**config.mk**
```make
export PLATFORM = sky130hd
export DESIGN_NAME = seg_scanner
export DESIGN_NICKNAME = d
export VERILOG_FILES = /design/src/rtl/seg_scanner.sv
export SDC_FILE = /design/constraint.sdc
export NUM_CORES = 1
export LEC_CHECK = 0
export ABC_AREA = 1
export BUFFER_PORTS_ARGS = -buffer_cell sky130_fd_sc_hd__buf_2
export CAP_MARGIN = 30
export CELL_PAD_IN_SITES_DETAIL_PLACEMENT = 1
export CELL_PAD_IN_SITES_GLOBAL_PLACEMENT = 2
export CORE_UTILIZATION = 34
export CTS_CLUSTER_DIAMETER = 80
export DETAILED_ROUTE_END_ITERATION = 8
export HOLD_SLACK_MARGIN = 0.02
export PLACE_DENSITY = 0.87
export SYNTH_ARGS = -nofsm -noshare
export SYNTH_HDL_FRONTEND = slang
export SYNTH_SLANG_ARGS = --single-unit
```
**constraint.sdc**
```tcl
create_clock -name clk -period 2.2 [get_ports clk]
set_input_delay 0.44 -clock clk [delete_from_list [all_inputs] [get_ports clk]]
set_output_delay 0.44 -clock clk [all_outputs]
set_load 0.02 [all_outputs]
```
**src/rtl/seg_scanner.sv**
```systemverilog
`default_nettype none
// +----------------------------------------------------------------------------+
// | Module      : seg_scanner                                                  |
// | Description : Multiplexes four snapshotted 7-segment patterns onto a       |
// |               4-digit common-anode display with blanking, separator dot    |
// |               and blink. Optional: SEG_SCANNER_LEADING_ZERO_BLANK_EN.      |
// | Revision    : 1.0 - initial release                                        |
// +----------------------------------------------------------------------------+
module seg_scanner #(
    parameter int DIV          = 50000,
    parameter int BLANK        = 500,
    parameter int BLINK_FRAMES = 64
) (
    input  logic       clk,
    input  logic       rst,
    input  logic [6:0] led_sec_l,
    input  logic [6:0] led_sec_h,
    input  logic [6:0] led_min_l,
    input  logic [6:0] led_min_h,
    input  logic       blink,
    output logic [6:0] seg,
    output logic       dp,
    output logic [3:0] an
);

    localparam int c_cnt_w = (DIV > 2) ? $clog2(DIV) : 1;
    localparam int c_frm_w = $clog2(BLINK_FRAMES + 1);

    localparam logic [c_cnt_w-1:0] c_blank_end = c_cnt_w'(BLANK - 1);
    localparam logic [c_cnt_w-1:0] c_slot_end  = c_cnt_w'(DIV - 1);
    localparam logic [c_frm_w-1:0] c_frm_last  = c_frm_w'(BLINK_FRAMES - 1);
    localparam logic [6:0]         c_seg_off   = 7'b1111111;
    localparam logic [3:0]         c_an_off    = 4'b1111;
    localparam logic [1:0]         c_idx_dp    = 2'd2;
    localparam logic [1:0]         c_idx_last  = 2'd3;

    generate
        if (DIV < 2) begin : g_chk_div
            $error("seg_scanner: DIV must be >= 2");
        end
        if ((BLANK < 1) || (BLANK >= DIV)) begin : g_chk_blank
            $error("seg_scanner: BLANK must satisfy 0 < BLANK < DIV");
        end
        if (BLINK_FRAMES < 1) begin : g_chk_blink
            $error("seg_scanner: BLINK_FRAMES must be >= 1");
        end
    endgenerate

    typedef enum logic [0:0] {
        ST_BLANK = 1'b0,
        ST_SHOW  = 1'b1
    } state_t;

    state_t               r_state;
    logic [c_cnt_w-1:0]   r_cnt;
    logic [1:0]           r_idx;
    logic [6:0]           r_snap [4];
    logic                 r_phase_on;
    logic [c_frm_w-1:0]   r_frm_cnt;

    logic                 w_frame_start;
    logic                 w_to_show;
    logic                 w_to_blank;
    logic [6:0]           w_snap_nxt [4];
    logic [6:0]           w_seg_sel;
    logic [3:0]           w_an_sel;
    logic                 w_lz_hide;

    assign w_frame_start = (r_state == ST_BLANK) && (r_idx == 2'd0) && (r_cnt == '0);
    assign w_to_show     = (r_state == ST_BLANK) && (r_cnt == c_blank_end);
    assign w_to_blank    = (r_state == ST_SHOW)  && (r_cnt == c_slot_end);

    // The capture cycle may coincide with the first SHOW edge when BLANK==1,
    // so the displayed pattern is taken from the post-capture view.
    always_comb begin
        w_snap_nxt[0] = r_snap[0];
        w_snap_nxt[1] = r_snap[1];
        w_snap_nxt[2] = r_snap[2];
        w_snap_nxt[3] = r_snap[3];
        if (w_frame_start) begin
            w_snap_nxt[0] = led_sec_l;
            w_snap_nxt[1] = led_sec_h;
            w_snap_nxt[2] = led_min_l;
            w_snap_nxt[3] = led_min_h;
        end
    end

    assign w_seg_sel = w_snap_nxt[r_idx];
    assign w_an_sel  = ~(4'b0001 << r_idx);

`ifdef SEG_SCANNER_LEADING_ZERO_BLANK_EN
    localparam logic [6:0] c_digit_zero = 7'b0000001;
    assign w_lz_hide = (r_idx == c_idx_last) && (w_snap_nxt[3] == c_digit_zero);
`else
    assign w_lz_hide = 1'b0;
`endif

    always_ff @(posedge clk) begin
        if (rst) begin
            r_state    <= ST_BLANK;
            r_cnt      <= '0;
            r_idx      <= 2'd0;
            r_phase_on <= 1'b1;
            r_frm_cnt  <= '0;
            an         <= c_an_off;
            seg        <= c_seg_off;
            dp         <= 1'b1;
            for (int i = 0; i < 4; i++) begin
                r_snap[i] <= c_seg_off;
            end
        end else begin
            for (int i = 0; i < 4; i++) begin
                r_snap[i] <= w_snap_nxt[i];
            end

            case (r_state)
                ST_BLANK: begin
                    r_cnt <= r_cnt + 1'b1;
                    if (w_to_show) begin
                        r_state <= ST_SHOW;
                        seg     <= w_seg_sel;
                        an      <= (r_phase_on && !w_lz_hide) ? w_an_sel : c_an_off;
                        dp      <= !(r_phase_on && (r_idx == c_idx_dp));
                    end
                end

                ST_SHOW: begin
                    if (w_to_blank) begin
                        r_state <= ST_BLANK;
                        r_cnt   <= '0;
                        r_idx   <= r_idx + 2'd1;
                        an      <= c_an_off;
                        seg     <= c_seg_off;
                        dp      <= 1'b1;
                        // Blink phase only ever moves at the frame boundary.
                        if (r_idx == c_idx_last) begin
                            if (!blink) begin
                                r_phase_on <= 1'b1;
                                r_frm_cnt  <= '0;
                            end else if (r_frm_cnt == c_frm_last) begin
                                r_phase_on <= !r_phase_on;
                                r_frm_cnt  <= '0;
                            end else begin
                                r_frm_cnt  <= r_frm_cnt + 1'b1;
                            end
                        end
                    end else begin
                        r_cnt <= r_cnt + 1'b1;
                    end
                end

                default: begin
                    r_state <= ST_BLANK;
                    r_cnt   <= '0;
                end
            endcase
        end
    end

endmodule
`default_nettype wire

```
=== Yosys cells after proc, flatten, opt, wreduce, memory -nomap -nowiden ===
Memories as Yosys holds them, arrays and structs flattened.
Cells that the tools add are included.
Widths: inputs -> output; s select.

* Register bits after elaboration: 39
* Memory bits (writable): 28
* Input port bits: 31
* Output and inout bits: 12
* Logic and storage cells: 72
* Memories kept: 1

{| class="wikitable"
|+ Memory list
! name !! depth !! bits a word !! read ports !! clocked after memory_dff !! write ports !! RTL line !! RTL
|-
| r_snap || 4 || 7 || 4 || 0 || 4 || 57 || <nowiki>logic [6:0] r_snap [4];</nowiki>
|}

* $add $sub $neg: 3
* $lt $le $gt $ge: 1
* Equal/unequal tests: 8
* Shift operators: 1
* Muxes and demuxes: 30
* Bitwise operators: 7
* Reductions and logical operators: 13

{| class="wikitable"
|+ Operator list
! operator !! number
|-
| $mux 7 || 10
|-
| $pmux 16 s2 || 1
|-
| $mux 28 || 1
|-
| $add 16x1->16 const B || 1
|-
| $eq 16x16->1 const B || 1
|-
| $eq 16x9->1 const B || 1
|-
| $logic_not 16->1 || 1
|-
| $mux 16 || 1
|-
| $bmux 7 s2 || 1
|-
| $pmux 7 s2 || 1
|-
| $mux 4 || 3
|-
| $mux 1 || 9
|-
| $pmux 4 s2 || 1
|-
| $add 7x1->7 const B || 1
|-
| $eq 7x6->1 const B || 1
|-
| $logic_and 1x1->1 || 5
|-
| $eq 2x2->1 const B || 2
|-
| $ne 2x1->1 const B || 2
|-
| $not 4->4 || 1
|-
| $or 1x1->1 || 4
|-
| $pmux 1 s2 || 2
|-
| $reduce_and 2->1 || 2
|-
| $reduce_and 4->1 || 1
|-
| $shl 1x2->4 const A || 1
|-
| other kinds (8) || 9
|}

=== Logic depth before layout (Yosys ltp) ===
Gate-level depths: netlist of the first run.

* Depth after elaboration: 9
* Depth in mapped cells: 15
* Depth with buffers taken out: 13

=== Least setup slack after synthesis of the first run ===
No wires, ideal clock.

* Path type: register to register
* From: reg r_idx[1]
* To: reg seg[0]
* Setup time: 0.112 ns
* Arrival: 1.918 ns
* Data required time: 2.088 ns
* Setup slack: 0.170 ns
* Stages on the path, launching flop included: 16
* Buffers on the path: 3
* Clock period less this slack: 2.030 ns
* Path through: dfxtp_1 -> clkbuf_1 -> clkinv_1 -> ha_1 -> inv_1 -> nor2_4 -> nand2_4 -> nor2_8 -> buf_12 -> buf_12 -> nand4_1 -> nand3_1 -> nand3_1 -> nand3_1 -> nand2_1 -> nand2_1

* Cells in the longest elaborated chain, start to end: 9
* Elaborated cells between the ends (all ways): 10
* Classes of those cells: mux (6); bitwise (1); reduce/logical (3)

{| class="wikitable"
|+ Ends and longest elaborated chain
! item !! RTL line !! RTL
|-
| start, declared || 56 || <nowiki>logic [1:0] r_idx;</nowiki>
|-
| start signal, assigned || 131 || <nowiki>r_idx <= r_idx + 2'd1;</nowiki>
|-
| $logic_not 2->1 || 69 || <nowiki>assign w_frame_start = (r_state == ST_BLANK) && (r_idx == 2'd0) && (r_cnt == '0);</nowiki>
|-
| $logic_and 1x1->1 (2 in a row) || 69 ||
|-
| $mux 28 || 80 || <nowiki>if (w_frame_start) begin</nowiki>
|-
| $bmux 7 s2 * || 88 || <nowiki>assign w_seg_sel = w_snap_nxt[r_idx];</nowiki>
|-
| $mux 7 (not written as such) * (2 in a row) || 88 ||
|-
| $mux 7 * || 119 || <nowiki>if (w_to_show) begin</nowiki>
|-
| $pmux 7 s2 * || 116 || <nowiki>case (r_state)</nowiki>
|-
| end signal, assigned || 106 || <nowiki>seg <= c_seg_off;</nowiki>
|-
| end signal, assigned || 121 || <nowiki>seg <= w_seg_sel;</nowiki>
|-
| end signal, assigned || 133 || <nowiki>seg <= c_seg_off;</nowiki>
|-
| end, declared || 21 || <nowiki>output logic [6:0] seg,</nowiki>
|}

Mark *: on every way between the ends. The rest lies on a longest branch, timed or not. The select of a mux whose other input is x is not followed.
A chain may end at the register's enable or synchronous reset.

=== Worst setup path in the final report of the first run ===
* From: reg r_cnt[10]
* To: reg seg[3]

* Cells in the longest elaborated chain, start to end: 8
* Elaborated cells between the ends (all ways): 15
* Classes of those cells: eq/ne (4); mux (6); reduce/logical (5)

{| class="wikitable"
|+ Ends and longest elaborated chain
! item !! RTL line !! RTL
|-
| start, declared || 55 || <nowiki>logic [c_cnt_w-1:0] r_cnt;</nowiki>
|-
| start signal, assigned || 118 || <nowiki>r_cnt <= r_cnt + 1'b1;</nowiki>
|-
| start signal, assigned || 148 || <nowiki>r_cnt <= r_cnt + 1'b1;</nowiki>
|-
| $logic_not 16->1 || 69 ||
|-
| $logic_and 1x1->1 || 69 ||
|-
| $mux 28 || 80 ||
|-
| $bmux 7 s2 || 88 ||
|-
| $mux 7 (not written as such) (2 in a row) || 88 ||
|-
| $mux 7 || 119 ||
|-
| $pmux 7 s2 || 116 ||
|}

Several ways; a longest one is shown, not always the timed one. The select of a mux whose other input is x is not followed.

==> impl_metrics.json, run 1 <==
{
  "place_inst": 615,
  "setup_ws_ns": 0.214,
  "synth_top_cell_area_share_pct": 37.2,
  "drive_gt1_share_pct": 23.4,
  "ys.flop_type": "dfxtp_1",
  "drc": 0,
  "syn_nets": 492,
  "drt_iter0_drc": 95,
  "path_buf_inv": 1,
  "synth_area_per_cell_um2": 7.81,
  "relSlewSlack_pct": 70.1,
  "synthToLayoutAreaGrowth_pct": 13.1,
  "yosys-top-cells-area": "dfxtp_1 (37%), nand3_1 (13%), nand2_1 (8.6%)",
  "total_power_mw": 2.88,
  "grt_util_all_layers_pct": 19.1,
  "cts.sink_count": 66,
  "hold_violations": 0,
  "final_area_um2": 4010,
  "crit_path_cell_trace": "nor2_4 -> nand2_2 -> nor2_4 -> buf_4 -> nand4_1 -> nand3_1 -> nand3_1 -> nand3_1 -> nand2_1 -> nand2_1",
  "yosysTopAreaCell": "dfxtp_1",
  "endpoint_kind": "register",
  "drt-total-wl_um": 9980,
  "crit_top_cell": "nand3_1",
  "htree_levels": 3,
  "fin_worst_skew_ns": 0.0109,
  "path_max_fanout": 19,
  "power.leakage_nw": 1.72,
  "critPathKind": "reg -> reg",
  "ys_types": 41,
  "max_freq_ghz": 0.504,
  "vias": 3263,
  "post-route-util_pct": 40.3,
  "slowest_delay_ns": 0.37,
  "firstDrtPassIters": 4,
  "critPathTopFamily": "simple AND/OR/NAND/NOR gates",
  "grt_pass1_wl_um": 16400,
  "mostFrequentLayoutCells": "nand3_1 (95), nand2_1 (81), dfxtp_1 (66)",
  "tritoncts": "yes",
  "async_flop_share_pct": 0,
  "slew_viol_final": 0,
  "root_buffer": "clkbuf_8",
  "synth_edf_count": 0,
  "fin_cells": 632,
  "finish.net_count": 532,
  "rsz0062_at_grt": "false",
  "slowest_stage": "dfxtp_1",
  "pre_cts_ws_ns": 0.0602,
  "clk_pin_slew_worst_paths_ns": 0.08,
  "num_io_pins": 43,
  "core_area_um2": 9950,
  "viasPerCell": 5.16,
  "worstMarginPinSlew_ns": 0.449,
  "setup_viol": 0,
  "port_buffers": 42,
  "synth_area_um2": 3550,
  "fin_crit_ns": 1.99,
  "rows": 36,
  "die_w_um": 104,
  "start_kind": "register",
  "syn-instance-count": 454,
  "ys_seq_area_share_pct": 37.2,
  "clock_path_buffers": 2,
  "cap_viol_max_count": 0,
  "outcome": "finished, final reports clean",
  "drtAntennaViolNets": 0,
  "grt_max_degree": 43,
  "ir_drop_v": 0.000243,
  "power.density_nw_per_um2": 718,
  "antenna_found_initial": 0,
  "die_area_um2": 10800,
  "initial_core_util_pct": 35.6,
  "antenna_cells": 0,
  "globalplace.congestion": 0.848,
  "ys_ff_latch": 66,
  "hold_class": "in -> reg",
  "period_share_pct": 90.3,
  "final_common_cell": "nand3_1",
  "critPathArrivalTime_ns": 2.29,
  "wire_per_inst_um": 15.8,
  "tns_ns": 0,
  "place_hpwl_um": 7180,
  "placed_area_um2": 3770,
  "worstSkewPairLatency_ns": 0.36,
  "grt_pass1_vias": 3335,
  "grt_overflow": 0,
  "cp.required_ns": 2.51,
  "whs_ns": 0.386,
  "cts_made_buffers": 9,
  "fp.dieH_um": 104,
  "yosys_warnings": 0,
  "postCtsSetupBuffers": 0
}
-- kinds of logic after synthesis --
family,share of synthesized area (%)
AO/OA/AOI/OAI,4.83
buffers and inverters,10.8
AND/OR/NAND/NOR,42.7
adder cells (fa/ha/maj),2.47
XOR/XNOR,1.98
flip-flops,37.2
-- area by class of cell --
type | instances | area (um2)
fill | 1282 | 5940
multi-input combinational | 325 | 1860
sequential | 66 | 1320
timing repair buffer | 52 | 285
tap | 133 | 166
clock buffer | 12 | 155
inverter | 40 | 150
clock inverter | 4 | 73.8
-- cell usage after synthesis, types with 3 or more instances --
cell type / number
nand4_1: 27
o21a_1: 4
buf_2: 3
nand3_1: 95
dfxtp_1: 66
ha_1: 7
buf_12: 3
a21oi_1: 15
nor2_1: 22
o21ai_0: 4
nand2_2: 16
buf_6: 8
clkinv_1: 4
nor2_4: 5
inv_1: 30
nor3b_1: 3
nor3_1: 8
nand2_1: 81
inv_2: 6
clkbuf_1: 6
xor2_1: 6
nand4_2: 9
-- power breakdown --
| group | switching (mW) | internal (mW) |
|---|---|---|
| Sequential | 0.0267 | 1.26 |
| Clock | 0.507 | 0.701 |
| Combinational | 0.247 | 0.135 |
| Total | 0.781 | 2.10 |
-- worst paths after layout --
| kind | slack, ns | from | depth (start not counted) | endpoint |
|---|---|---|---|---|
| hold / removal | 0.39 | blink | 3 | r_frm_cnt[3] |
| setup reg to reg | 0.21 | r_cnt[10] | 10 | seg[3] |
| hold reg to reg | 0.45 | r_frm_cnt[6] | 2 | r_frm_cnt[6] |
| setup / recovery | 0.21 | r_cnt[10] | 10 | seg[3] |
-- what timing repair did --
action | CTS | global route
hold buffers | 0 | 0
endpoints found under the setup margin | 0 | 7
resized for setup | 0 | 1
-- flip-flops by register name, indices dropped and copies added (netlist names) --
signal,cells
r_frm_cnt,7
r_phase_on,1
seg,7
an,4
r_cnt,16
r_snap,28
r_idx,2
r_state,1
-- worst min-delay path, cell delays in order --
cell and delay (ns):
buf_2 0.13, nand3_1 0.08, a21oi_1 0.05
-- routing by layer --
metal	GRT usage (%)	vias up	part of all wire, %	wire length (um)
met2	35.0	48	52	5200
li1	-	1618	-	-
met5	0	-	0	0
met4	6.22	0	1.5	148
met3	4.14	15	2.7	266
met1	21.8	1582	44	4370
Note: power is estimated with default switching activity, not from simulation.
==> run 2: changes to the inputs <==
==> config.mk (replaced) <==
export PLATFORM = sky130hd
export DESIGN_NAME = seg_scanner
export DESIGN_NICKNAME = d
export VERILOG_FILES = /design/src/rtl/seg_scanner.sv
export SDC_FILE = /design/constraint.sdc
export NUM_CORES = 1
export LEC_CHECK = 0
export BUFFER_PORTS_ARGS = -buffer_cell sky130_fd_sc_hd__buf_2
export CAP_MARGIN = 30
export CELL_PAD_IN_SITES_DETAIL_PLACEMENT = 1
export CELL_PAD_IN_SITES_GLOBAL_PLACEMENT = 2
export CORE_UTILIZATION = 36
export CTS_CLUSTER_DIAMETER = 80
export DETAILED_ROUTE_END_ITERATION = 8
export HOLD_SLACK_MARGIN = 0.02
export PLACE_DENSITY = 0.86
export SYNTH_ARGS = -nofsm -noshare
export SYNTH_HDL_FRONTEND = slang
export SYNTH_SLANG_ARGS = --single-unit
==> impl_metrics.json, run 2 <==
{
  "yosys_warnings": 0,
  "fin_crit_ns": 2.19,
  "die_area_um2": 9460,
  "num_io_pins": 43,
  "final_common_cell": "dfxtp_1",
  "grt_util_all_layers_pct": 18.5,
  "antenna_found_initial": 0,
  "drtAntennaViolNets": 0,
  "finish.net_count": 437,
  "start_kind": "register",
  "synth_area_um2": 3270,
  "setup_viol": 0,
  "viasPerCell": 5.32,
  "yosys-top-cells-area": "dfxtp_1 (40%), a211o_1 (7.0%), mux2i_1 (6.1%)",
  "core_area_um2": 8760,
  "async_flop_share_pct": 0,
  "power.density_nw_per_um2": 662,
  "worstMarginPinSlew_ns": 0.439,
  "grt_overflow": 0,
  "largest_reg_flops": 28,
  "path_max_fanout": 7,
  "globalplace.congestion": 0.761,
  "drive_gt1_share_pct": 29.3,
  "crit_path_cell_trace": "or4_4 -> or3_4 -> nor4b_4 -> nand2_2 -> o221a_1",
  "ys_types": 48,
  "min_from": "led_min_h[5]",
  "largest_registers": "r_snap x28, r_cnt x16",
  "yosys-top-cells-count": "dfxtp_1 (66), a211o_1 (26), nor2_1 (25)",
  "synth_edf_count": 0,
  "hold_violations": 0,
  "die_w_um": 97.2,
  "grt_pass1_wl_um": 14200,
  "endpoint_kind": "register",
  "critPathKind": "reg -> reg",
  "place_inst": 492,
  "rsz0062_at_grt": "true",
  "rows": 34,
  "clock_path_buffers": 2,
  "clk_pin_slew_worst_paths_ns": 0.07,
  "cts.sink_count": 66,
  "yosysMostFrequentCell": "dfxtp_1",
  "tritoncts": "yes",
  "drt_iter0_drc": 93,
  "drc": 0,
  "cap_viol_max_count": 0,
  "path_buf_inv": 0,
  "antenna_cells": 0,
  "synthToLayoutAreaGrowth_pct": 23.3,
  "worstHoldEndpoint": "r_snap[3][5]",
  "slowest_stage": "or4_4",
  "grt_pass1_vias": 2867,
  "mostFrequentLayoutCells": "dfxtp_1 (64), buf_2 (43), buf_4 (36)",
  "htree_levels": 3,
  "grt_max_degree": 26,
  "ir_drop_v": 0.000297,
  "drt-total-wl_um": 8290,
  "fin_cells": 511,
  "cts_made_buffers": 9,
  "firstDrtPassIters": 4,
  "synth_area_per_cell_um2": 10.0,
  "r2r_setup_slack_ns": 0.007,
  "place_hpwl_um": 6090,
  "ys_seq_area_share_pct": 40.5,
  "vias": 2720,
  "reg2reg_to": "seg[3]",
  "placed_area_um2": 3790,
  "worstSkewPairLatency_ns": 0.34,
  "period_share_pct": 99.7,
  "yosysTopAreaCell": "dfxtp_1",
  "synth_top_cell_area_share_pct": 40.5,
  "hold_class": "in -> reg",
  "root_buffer": "clkbuf_8",
  "wire_per_inst_um": 16.2,
  "ys.flop_type": "dfxtp_1",
  "syn_nets": 364,
  "holdBufCountCts": 0,
  "slowest_delay_ns": 0.55,
  "port_buffers": 42,
  "power.leakage_nw": 1.61,
  "max_freq_ghz": 0.456,
  "whs_path_depth": 2,
  "cp.required_ns": 2.42,
  "ys_ff_latch": 66,
  "critPathTopFamily": "simple AND/OR/NAND/NOR gates",
  "relSlewSlack_pct": 70.5,
  "slew_viol_final": 0,
  "r2r_cells": 5,
  "crit_cells": 5,
  "syn-instance-count": 326,
  "fp.dieH_um": 97.2,
  "critPathArrivalTime_ns": 2.42,
  "rr_startpoint": "r_state",
  "fin_worst_skew_ns": 0.0123,
  "final_area_um2": 4030,
  "initial_core_util_pct": 37.3,
  "regMostFlops": "r_snap",
  "outcome": "finished, final reports clean",
  "nFillCells": 1021
}
-- run 2: changes by cell type after synthesis, moves of 20 or more --
cell / before / now
a211o_1: 0 / 26
inv_1: 30 / 10
mux2i_1: 0 / 20
nand2_1: 81 / 11
nand3_1: 95 / 12
nand4_1: 27 / 4
-- run 2: report_power, final --
part           total [mW]  internal, mW  switching, mW  leakage, nW
clock               0.905         0.459          0.446       0.0920
sequential           1.30          1.27         0.0359        0.541
combinational       0.456         0.253          0.203        0.977
total                2.66          1.98          0.685         1.61
-- run 2: layout make-up --
| cell class | count | area [um2] | share of cell area (%) |
|---|---|---|---|
| Clock buffer | 12 | 155 | 3.85 |
| Clock inverter | 3 | 15.0 | 0.373 |
| Inverter | 10 | 37.5 | 0.933 |
| Multi-Input combinational cell | 230 | 1820 | 45.3 |
| Sequential cell | 66 | 1320 | 32.9 |
| Tap cell | 108 | 135 | 3.36 |
| Timing Repair Buffer | 82 | 537 | 13.3 |
-- run 2: logic make-up (layout without fill, tap and decap cells) --
logic type | Yosys count | count (layout) | share of synthesized area, %
multiplexers | 27 | 27 | 11.0
flip-flops | 66 | 66 | 40.5
AND/OR/NAND/NOR | 123 | 123 | 23.3
adder cells (fa/ha/maj) | 7 | 7 | 2.68
AO/OA/AOI/OAI | 58 | 58 | 14.3
XOR/XNOR | 15 | 15 | 4.02
buffers and inverters | 30 | 107 | 4.25
-- run 2: repair_timing --
item,CTS,global route
gates resized for setup,1,5
endpoints found under the setup margin,12,16
setup buffers,1,2
pin swaps,1,10
cloned,0,1
-- run 2: layer usage --
layer  vias up  track usage (%)  share of wire (%)
met5         -                0                  0
met4         0             5.77                1.4
met3        11             4.10                2.8
met2        43             31.9                 49
met1      1336             23.1                 47
li1       1330                -                  -
-- run 2: worst register-to-register path, cell delays in order (launching register included) --
cell and delay, ns:
dfxtp_2 0.32, or4_4 0.55, or3_4 0.36, nor4b_4 0.36, nand2_2 0.20, o221a_1 0.30
-- run 2: worst max-delay path by stage --
| stage | startpoint | end | slack (ns) |
|---|---|---|---|
| 5_1_grt | r_state | seg[5] | -0.09 |
| 3_5_place_dp | r_cnt[10] | r_frm_cnt[4] | -0.05 |
| 4_1_cts | r_state | seg[3] | 0.008 |
| 2_1_floorplan | r_state | seg[0] | 0.02 |
| 3_3_place_gp | r_state | seg[2] | 0.06 |
| 6_report | r_state | seg[3] | 0.007 |
-- run 2: metrics by stage --
step / total power [mW] / setup WS, ns / TNS (ns) / hold WS, ns / utilization (%)
final: 2.66 / 0.00692 / 0 / 0.314 / 45.9
after detailed placement: 1.77 / -0.0521 / -0.219 / 0.427 / 43.3
after CTS: 2.70 / 0.00799 / 0 / 0.303 / 45.5
after global placement: 1.75 / 0.0621 / 0 / 0.425 / 43.3
after floorplan: 1.60 / 0.0169 / 0 / 0.409 / -
after global routing: 2.80 / -0.0852 / -0.704 / 0.299 / 45.9
